`config.mk`:
```
export PLATFORM = sky130hd
export DESIGN_NAME = memory_bus_arbiter
export DESIGN_NICKNAME = d
export VERILOG_FILES = /design/src/rtl/mem_arb_pkg.sv /design/src/rtl/mem_arb_rd_tag_pipe.sv /design/src/rtl/memory_bus_arbiter.sv
export SDC_FILE = /design/constraint.sdc
export NUM_CORES = 1
export LEC_CHECK = 0
export CAP_MARGIN = 15
export CORE_AREA = 2 2 117 119
export DETAILED_ROUTE_END_ITERATION = 7
export DIE_AREA = 0 0 119 121
export DONT_BUFFER_PORTS = 1
export SKIP_LAST_GASP = 1
export SLEW_MARGIN = 20
export SYNTH_ARGS = -nofsm -noshare
export SYNTH_HDL_FRONTEND = slang
export SYNTH_SLANG_ARGS = --single-unit
```
`constraint.sdc`:
```
create_clock -name clk -period 1.7 [get_ports clk]
set_clock_uncertainty 0.2 [all_clocks]
set_input_delay 0.51 -clock clk [delete_from_list [all_inputs] [get_ports clk]]
set_output_delay 0.51 -clock clk [all_outputs]
set_load 0.02 [all_outputs]
```
`src/rtl/mem_arb_pkg.sv`:
```
// Shared types and constants for the two-master memory bus arbiter.
package mem_arb_pkg;

  localparam int unsigned READ_LATENCY_MAX = 3;

  localparam logic MASTER0 = 1'b0;
  localparam logic MASTER1 = 1'b1;

  typedef enum logic [1:0] {
    FREE = 2'd0,
    OWN0 = 2'd1,
    OWN1 = 2'd2
  } lock_state_t;

  typedef struct packed {
    logic valid;
    logic owner;
  } rd_tag_t;

endpackage

```
`src/rtl/mem_arb_rd_tag_pipe.sv`:
```
// Read tag shift register: delays {valid, owner} of each accepted read by DEPTH cycles.
module mem_arb_rd_tag_pipe
  import mem_arb_pkg::*;
#(
  parameter int unsigned DEPTH = 1
) (
  input  logic    clk,
  input  logic    clr_n,
  input  rd_tag_t tag_in,
  output rd_tag_t tag_out
);

  rd_tag_t [DEPTH-1:0] tag_q;
  rd_tag_t [DEPTH-1:0] tag_d;

  always_comb begin
    tag_d    = tag_q;
    tag_d[0] = tag_in;
    for (int unsigned i = 1; i < DEPTH; i++) begin
      tag_d[i] = tag_q[i-1];
    end
  end

  // Clearing drops every in-flight read so no stale rvalid follows a reset.
  always_ff @(posedge clk or negedge clr_n) begin
    if (!clr_n) begin
      tag_q <= '0;
    end else begin
      tag_q <= tag_d;
    end
  end

  assign tag_out = tag_q[DEPTH-1];

endmodule

```
`src/rtl/memory_bus_arbiter.sv`:
```
// Round-robin arbiter sharing the virtual memory bus between the CPU data port (m0) and loader/DMA (m1).
// Optional ownership locking for atomic sequences is enabled with MEM_ARB_LOCK_EN.
module memory_bus_arbiter
  import mem_arb_pkg::*;
#(
  parameter int unsigned ADDR_W       = 32,
  parameter int unsigned DATA_W       = 32,
  parameter int unsigned READ_LATENCY = 1
) (
  input  logic              clk,
  input  logic              reset,
  input  logic              m0_req,
  input  logic              m0_we,
  input  logic [ADDR_W-1:0] m0_addr,
  input  logic [DATA_W-1:0] m0_wdata,
  output logic              m0_gnt,
  output logic              m0_rvalid,
  output logic [DATA_W-1:0] m0_rdata,
  input  logic              m1_req,
  input  logic              m1_we,
  input  logic [ADDR_W-1:0] m1_addr,
  input  logic [DATA_W-1:0] m1_wdata,
  output logic              m1_gnt,
  output logic              m1_rvalid,
  output logic [DATA_W-1:0] m1_rdata,
`ifdef MEM_ARB_LOCK_EN
  input  logic              m0_lock,
  input  logic              m1_lock,
`endif
  output logic [ADDR_W-1:0] bus_addr,
  output logic [DATA_W-1:0] bus_wdata,
  output logic              bus_we,
  input  logic [DATA_W-1:0] bus_rdata
);

  logic    last_gnt_q, last_gnt_d;
  logic    allow0_c, allow1_c;
  logic    gnt0_c, gnt1_c;
  rd_tag_t tag_in_c, tag_out;

`ifdef MEM_ARB_LOCK_EN
  lock_state_t lock_q, lock_d;
  lock_state_t free_next_c;

  // Owner keeps the bus only while it still holds its lock this cycle.
  always_comb begin
    allow0_c = !((lock_q == OWN1) && m1_lock);
    allow1_c = !((lock_q == OWN0) && m0_lock);
  end

  always_ff @(posedge clk or negedge reset) begin
    if (!reset) begin
      lock_q <= FREE;
    end else begin
      lock_q <= lock_d;
    end
  end

  always_comb begin
    lock_d      = lock_q;
    free_next_c = FREE;
    if (gnt0_c && m0_lock) begin
      free_next_c = OWN0;
    end else if (gnt1_c && m1_lock) begin
      free_next_c = OWN1;
    end
    case (lock_q)
      FREE:    lock_d = free_next_c;
      OWN0:    lock_d = m0_lock ? OWN0 : free_next_c;
      OWN1:    lock_d = m1_lock ? OWN1 : free_next_c;
      default: lock_d = FREE;
    endcase
  end
`else
  always_comb begin
    allow0_c = 1'b1;
    allow1_c = 1'b1;
  end
`endif

  // Contention goes to whichever master did not win last; reset forces both grants low.
  always_comb begin
    gnt0_c = reset && m0_req && allow0_c &&
             (!(m1_req && allow1_c) || (last_gnt_q == MASTER1));
    gnt1_c = reset && m1_req && allow1_c && !gnt0_c;
  end

  always_comb begin
    last_gnt_d = last_gnt_q;
    if (gnt0_c) begin
      last_gnt_d = MASTER0;
    end else if (gnt1_c) begin
      last_gnt_d = MASTER1;
    end
  end

  always_ff @(posedge clk or negedge reset) begin
    if (!reset) begin
      last_gnt_q <= MASTER1;
    end else begin
      last_gnt_q <= last_gnt_d;
    end
  end

  always_comb begin
    bus_addr  = '0;
    bus_wdata = '0;
    bus_we    = 1'b0;
    if (gnt0_c) begin
      bus_addr  = m0_addr;
      bus_wdata = m0_wdata;
      bus_we    = m0_we;
    end else if (gnt1_c) begin
      bus_addr  = m1_addr;
      bus_wdata = m1_wdata;
      bus_we    = m1_we;
    end
  end

  always_comb begin
    tag_in_c.valid = (gnt0_c && !m0_we) || (gnt1_c && !m1_we);
    tag_in_c.owner = gnt1_c ? MASTER1 : MASTER0;
  end

  mem_arb_rd_tag_pipe #(
    .DEPTH (READ_LATENCY)
  ) u_rd_tag_pipe (
    .clk     (clk),
    .clr_n   (reset),
    .tag_in  (tag_in_c),
    .tag_out (tag_out)
  );

  assign m0_gnt    = gnt0_c;
  assign m1_gnt    = gnt1_c;
  assign m0_rvalid = tag_out.valid && (tag_out.owner == MASTER0);
  assign m1_rvalid = tag_out.valid && (tag_out.owner == MASTER1);
  assign m0_rdata  = bus_rdata;
  assign m1_rdata  = bus_rdata;

endmodule

```
==> flow_metrics.tcl <==
set metrics [dict create \
    yosys.area_share.adder_pct 0 \
    avgSynthCellArea_sq_um 6.428 \
    synthCells 306 \
    grt_pass1_vias 1904 \
    syn_nets 472 \
    ir_worst_vdd_v 0.0003300 \
    slew_headroom_pct 71.86 \
    diodes 0 \
    drt_first_pass_iters 4 \
    num_vias 1841 \
    min_from "m0_req" \
    end_kind "primary output" \
    place_area_sq_um 2335 \
    fin_crit_sh_pct 130.3 \
    finalSetupViolations 67 \
    synth_top_area_share_pct 25.95 \
    synth_compound_area_share_pct 34.35 \
    final-hold-violation-count 0 \
    rsz0062_at_grt "true" \
    critPathKind "reg -> out" \
    ys_seq_elements 3 \
    io_buffer_count 0 \
    syn-cell-area_sq_um 1967 \
    synth_top_cell_by_area "buf_4" \
    synthXorXnorAreaFrac_pct 0 \
    status "finished, violations left" \
    worstPathArrival_ns 1.51 \
    maxCapViolations 0 \
    postLayoutSetupSlackWorst_ns -0.5150 \
    max_clock_freq_mhz 451.5 \
    worst_hold_slack_ns 0.1805 \
    overflow 0 \
    dr.first_iter.drc_count 67 \
    start_kind "register" \
    wirelength_um 6998 \
    drive_gt1_share_pct 41.39 \
    violations "negative setup slack" \
    report.final.slew_viol_count 0 \
    synthSimpleGateAreaFrac_pct 27.93 \
    die_area_sq_um 14400 \
    fillers 1420 \
    postLayoutCellArea_sq_um 2763 \
    cts-buffers-inserted 3 \
    holdPathEnd "u_rd_tag_pipe.tag_out[0]$_DFF_PN0_" \
    grt.total_usage_pct 8.991 \
    synth.top_cells.by_area "buf_4 26%, nand2_1 26%, o22ai_2 25%, o22ai_1 8.0%, buf_2 3.3%" \
    synth_mux_area_share_pct 0 \
    tritoncts "done" \
    r2r_slack_ns 0.13 \
    finalCriticalPeriod_ns 2.215 \
    synth_top_family_by_area "compound AO/OA/AOI/OAI gates" \
    hold_class "in -> reg" \
    register_area_sq_um 76.32 \
    grt_max_degree 136 \
    grt_pass1_wl_um 10330 \
    drc_errors 0 \
    hold_depth 1 \
    dp_cells 401 \
    ys_seq_area_share_pct 3.880 \
    vias_per_cell 4.383 \
    yosysWarnings 0 \
    rr_startpoint "last_gnt_q$_DFFE_PN1P_" \
    reg2reg_to "u_rd_tag_pipe.tag_out[1]$_DFF_PN0_" \
    p_total_mw 1.624 \
    antenna_found_initial 0 \
    layout.cells.non_filler 420 \
    start_util_pct 15.03 \
    numClockSinks 3 \
    ys_types 19 \
    root_buffer "clkbuf_16" \
    r2r_cells 6 \
    areaGrowthSynthToFinish_pct 40.46 \
    io_pins 299 \
    power_density_nw_per_um2 587.7 \
    ctsHtreeMaxLevel 1 \
    clk_path_buf_depth 2 \
    wl_per_cell_um 16.66 \
    leakage_nw 0.8169 \
    multi_input_area_sq_um 1906 \
    place_hpwl_um 5636 \
    die_x_um 119 \
    finalWeightedCongestion 0.7501 \
    core_sq_um 13090 \
    num_rows 42 \
    critPathRequiredTime_ns 0.99 \
    ant_nets 0 \
    critical_path.max_fanout 9 \
    die_h_um 121 \
    clkTransAtPathRegs_ns 0.03 \
    insertion_delay_ns 0.22 \
    tns_ns -32.61 \
    worstMarginPinSlew_ns 0.4212 \
    final_nets 411 \
]
==> cell type report <==
class | instances | area share [%]
Tap cell | 176 | 7.971
Timing Repair Buffer | 27 | 17.30
Clock buffer | 4 | 2.853
Multi-Input combinational cell | 209 | 68.98
Sequential cell | 3 | 2.763
Inverter | 1 | 0.1359
==> timing repair <==
item | 4_1_cts | 5_1_grt
setup endpoints to repair | 67 | 67
gates cloned | 4 | 1
hold endpoints to repair | 3 | 0
buffers inserted | 8 | 1
resized for setup | 24 | 3
pin swaps | 9 | 7
hold buffers | 1 | 0
==> how the worst max path moves through the flow <==
stage                     to  cells past startpoint  slack, ns                    from
6_report       bus_wdata[22]                      5      -0.52  last_gnt_q$_DFFE_PN1P_
4_1_cts         bus_wdata[8]                      5      -0.54  last_gnt_q$_DFFE_PN1P_
5_1_grt        bus_wdata[22]                      6      -0.56  last_gnt_q$_DFFE_PN1P_
2_1_floorplan   bus_addr[22]                      5      -0.28  last_gnt_q$_DFFE_PN1P_
3_3_place_gp     bus_addr[1]                      5      -0.37                  m1_req
3_5_place_dp   bus_wdata[31]                      5      -0.38                  m1_req
==> Yosys cell counts <==
| library cell | count |
|---|---|
| a21oi_1 | 1 |
| and2_1 | 1 |
| buf_2 | 13 |
| buf_4 | 68 |
| buf_6 | 5 |
| clkbuf_1 | 6 |
| clkbuf_4 | 1 |
| dfrtp_1 | 2 |
| dfstp_2 | 1 |
| inv_1 | 1 |
| nand2_1 | 135 |
| nand2b_1 | 1 |
| nand2b_4 | 1 |
| nor2_1 | 1 |
| nor2b_1 | 2 |
| o21ai_0 | 1 |
| o22ai_1 | 25 |
| o22ai_2 | 40 |
| o32ai_1 | 1 |
==> stage by stage <==
step	setup WS [ns]	utilization, %
global route	-0.5583	21.11
CTS	-0.5395	20.74
global placement	-0.3652	17.84
detailed placement	-0.3789	17.84
floorplan	-0.2838	-
finish	-0.5150	21.11
==> metal layers <==
metal	track usage, %	share of wire (%)
met3	3.430	12
met2	18.32	57
met1	8.592	31
met4	1.339	0.49
met5	0	0
==> cell families (layout without fill, tap and decap cells) <==
kind of cell / count (synthesis) / count (layout)
simple gates: 141 / 141
buf+inv: 94 / 32
flops: 3 / 3
compound gates: 68 / 68
==> state kept, by name (all words and copies together) (netlist names) <==
register,cells
u_rd_tag_pipe.tag_out,2
last_gnt_q,1
==> power breakdown <==
part           internal (mW)  switching (mW)
Combinational          0.491           0.674
Sequential            0.0837         0.00657
Clock                  0.309          0.0594
Total                  0.883           0.740
==> cells in the final DEF, fill, tap and decap left out, drive strengths merged <==
cell / n
dlygate4sd3: 1
and2: 1
nand2: 135
o32ai: 1
inv: 1
a21oi: 1
nand2b: 2
dfrtp: 2
buf: 25
clkbuf: 5
o21ai: 1
o22ai: 65
nor2: 1
dfstp: 1
nor2b: 2
==> critical path, cell delays in order, from the launching register on <==
cell and delay, ns:
dfstp_2 0.54, nor2b_4 0.04, nand2b_4 0.16, buf_12 0.15, buf_12 0.16, o22ai_4 0.23
No activity file was read; power rests on OpenSTA's default activity.
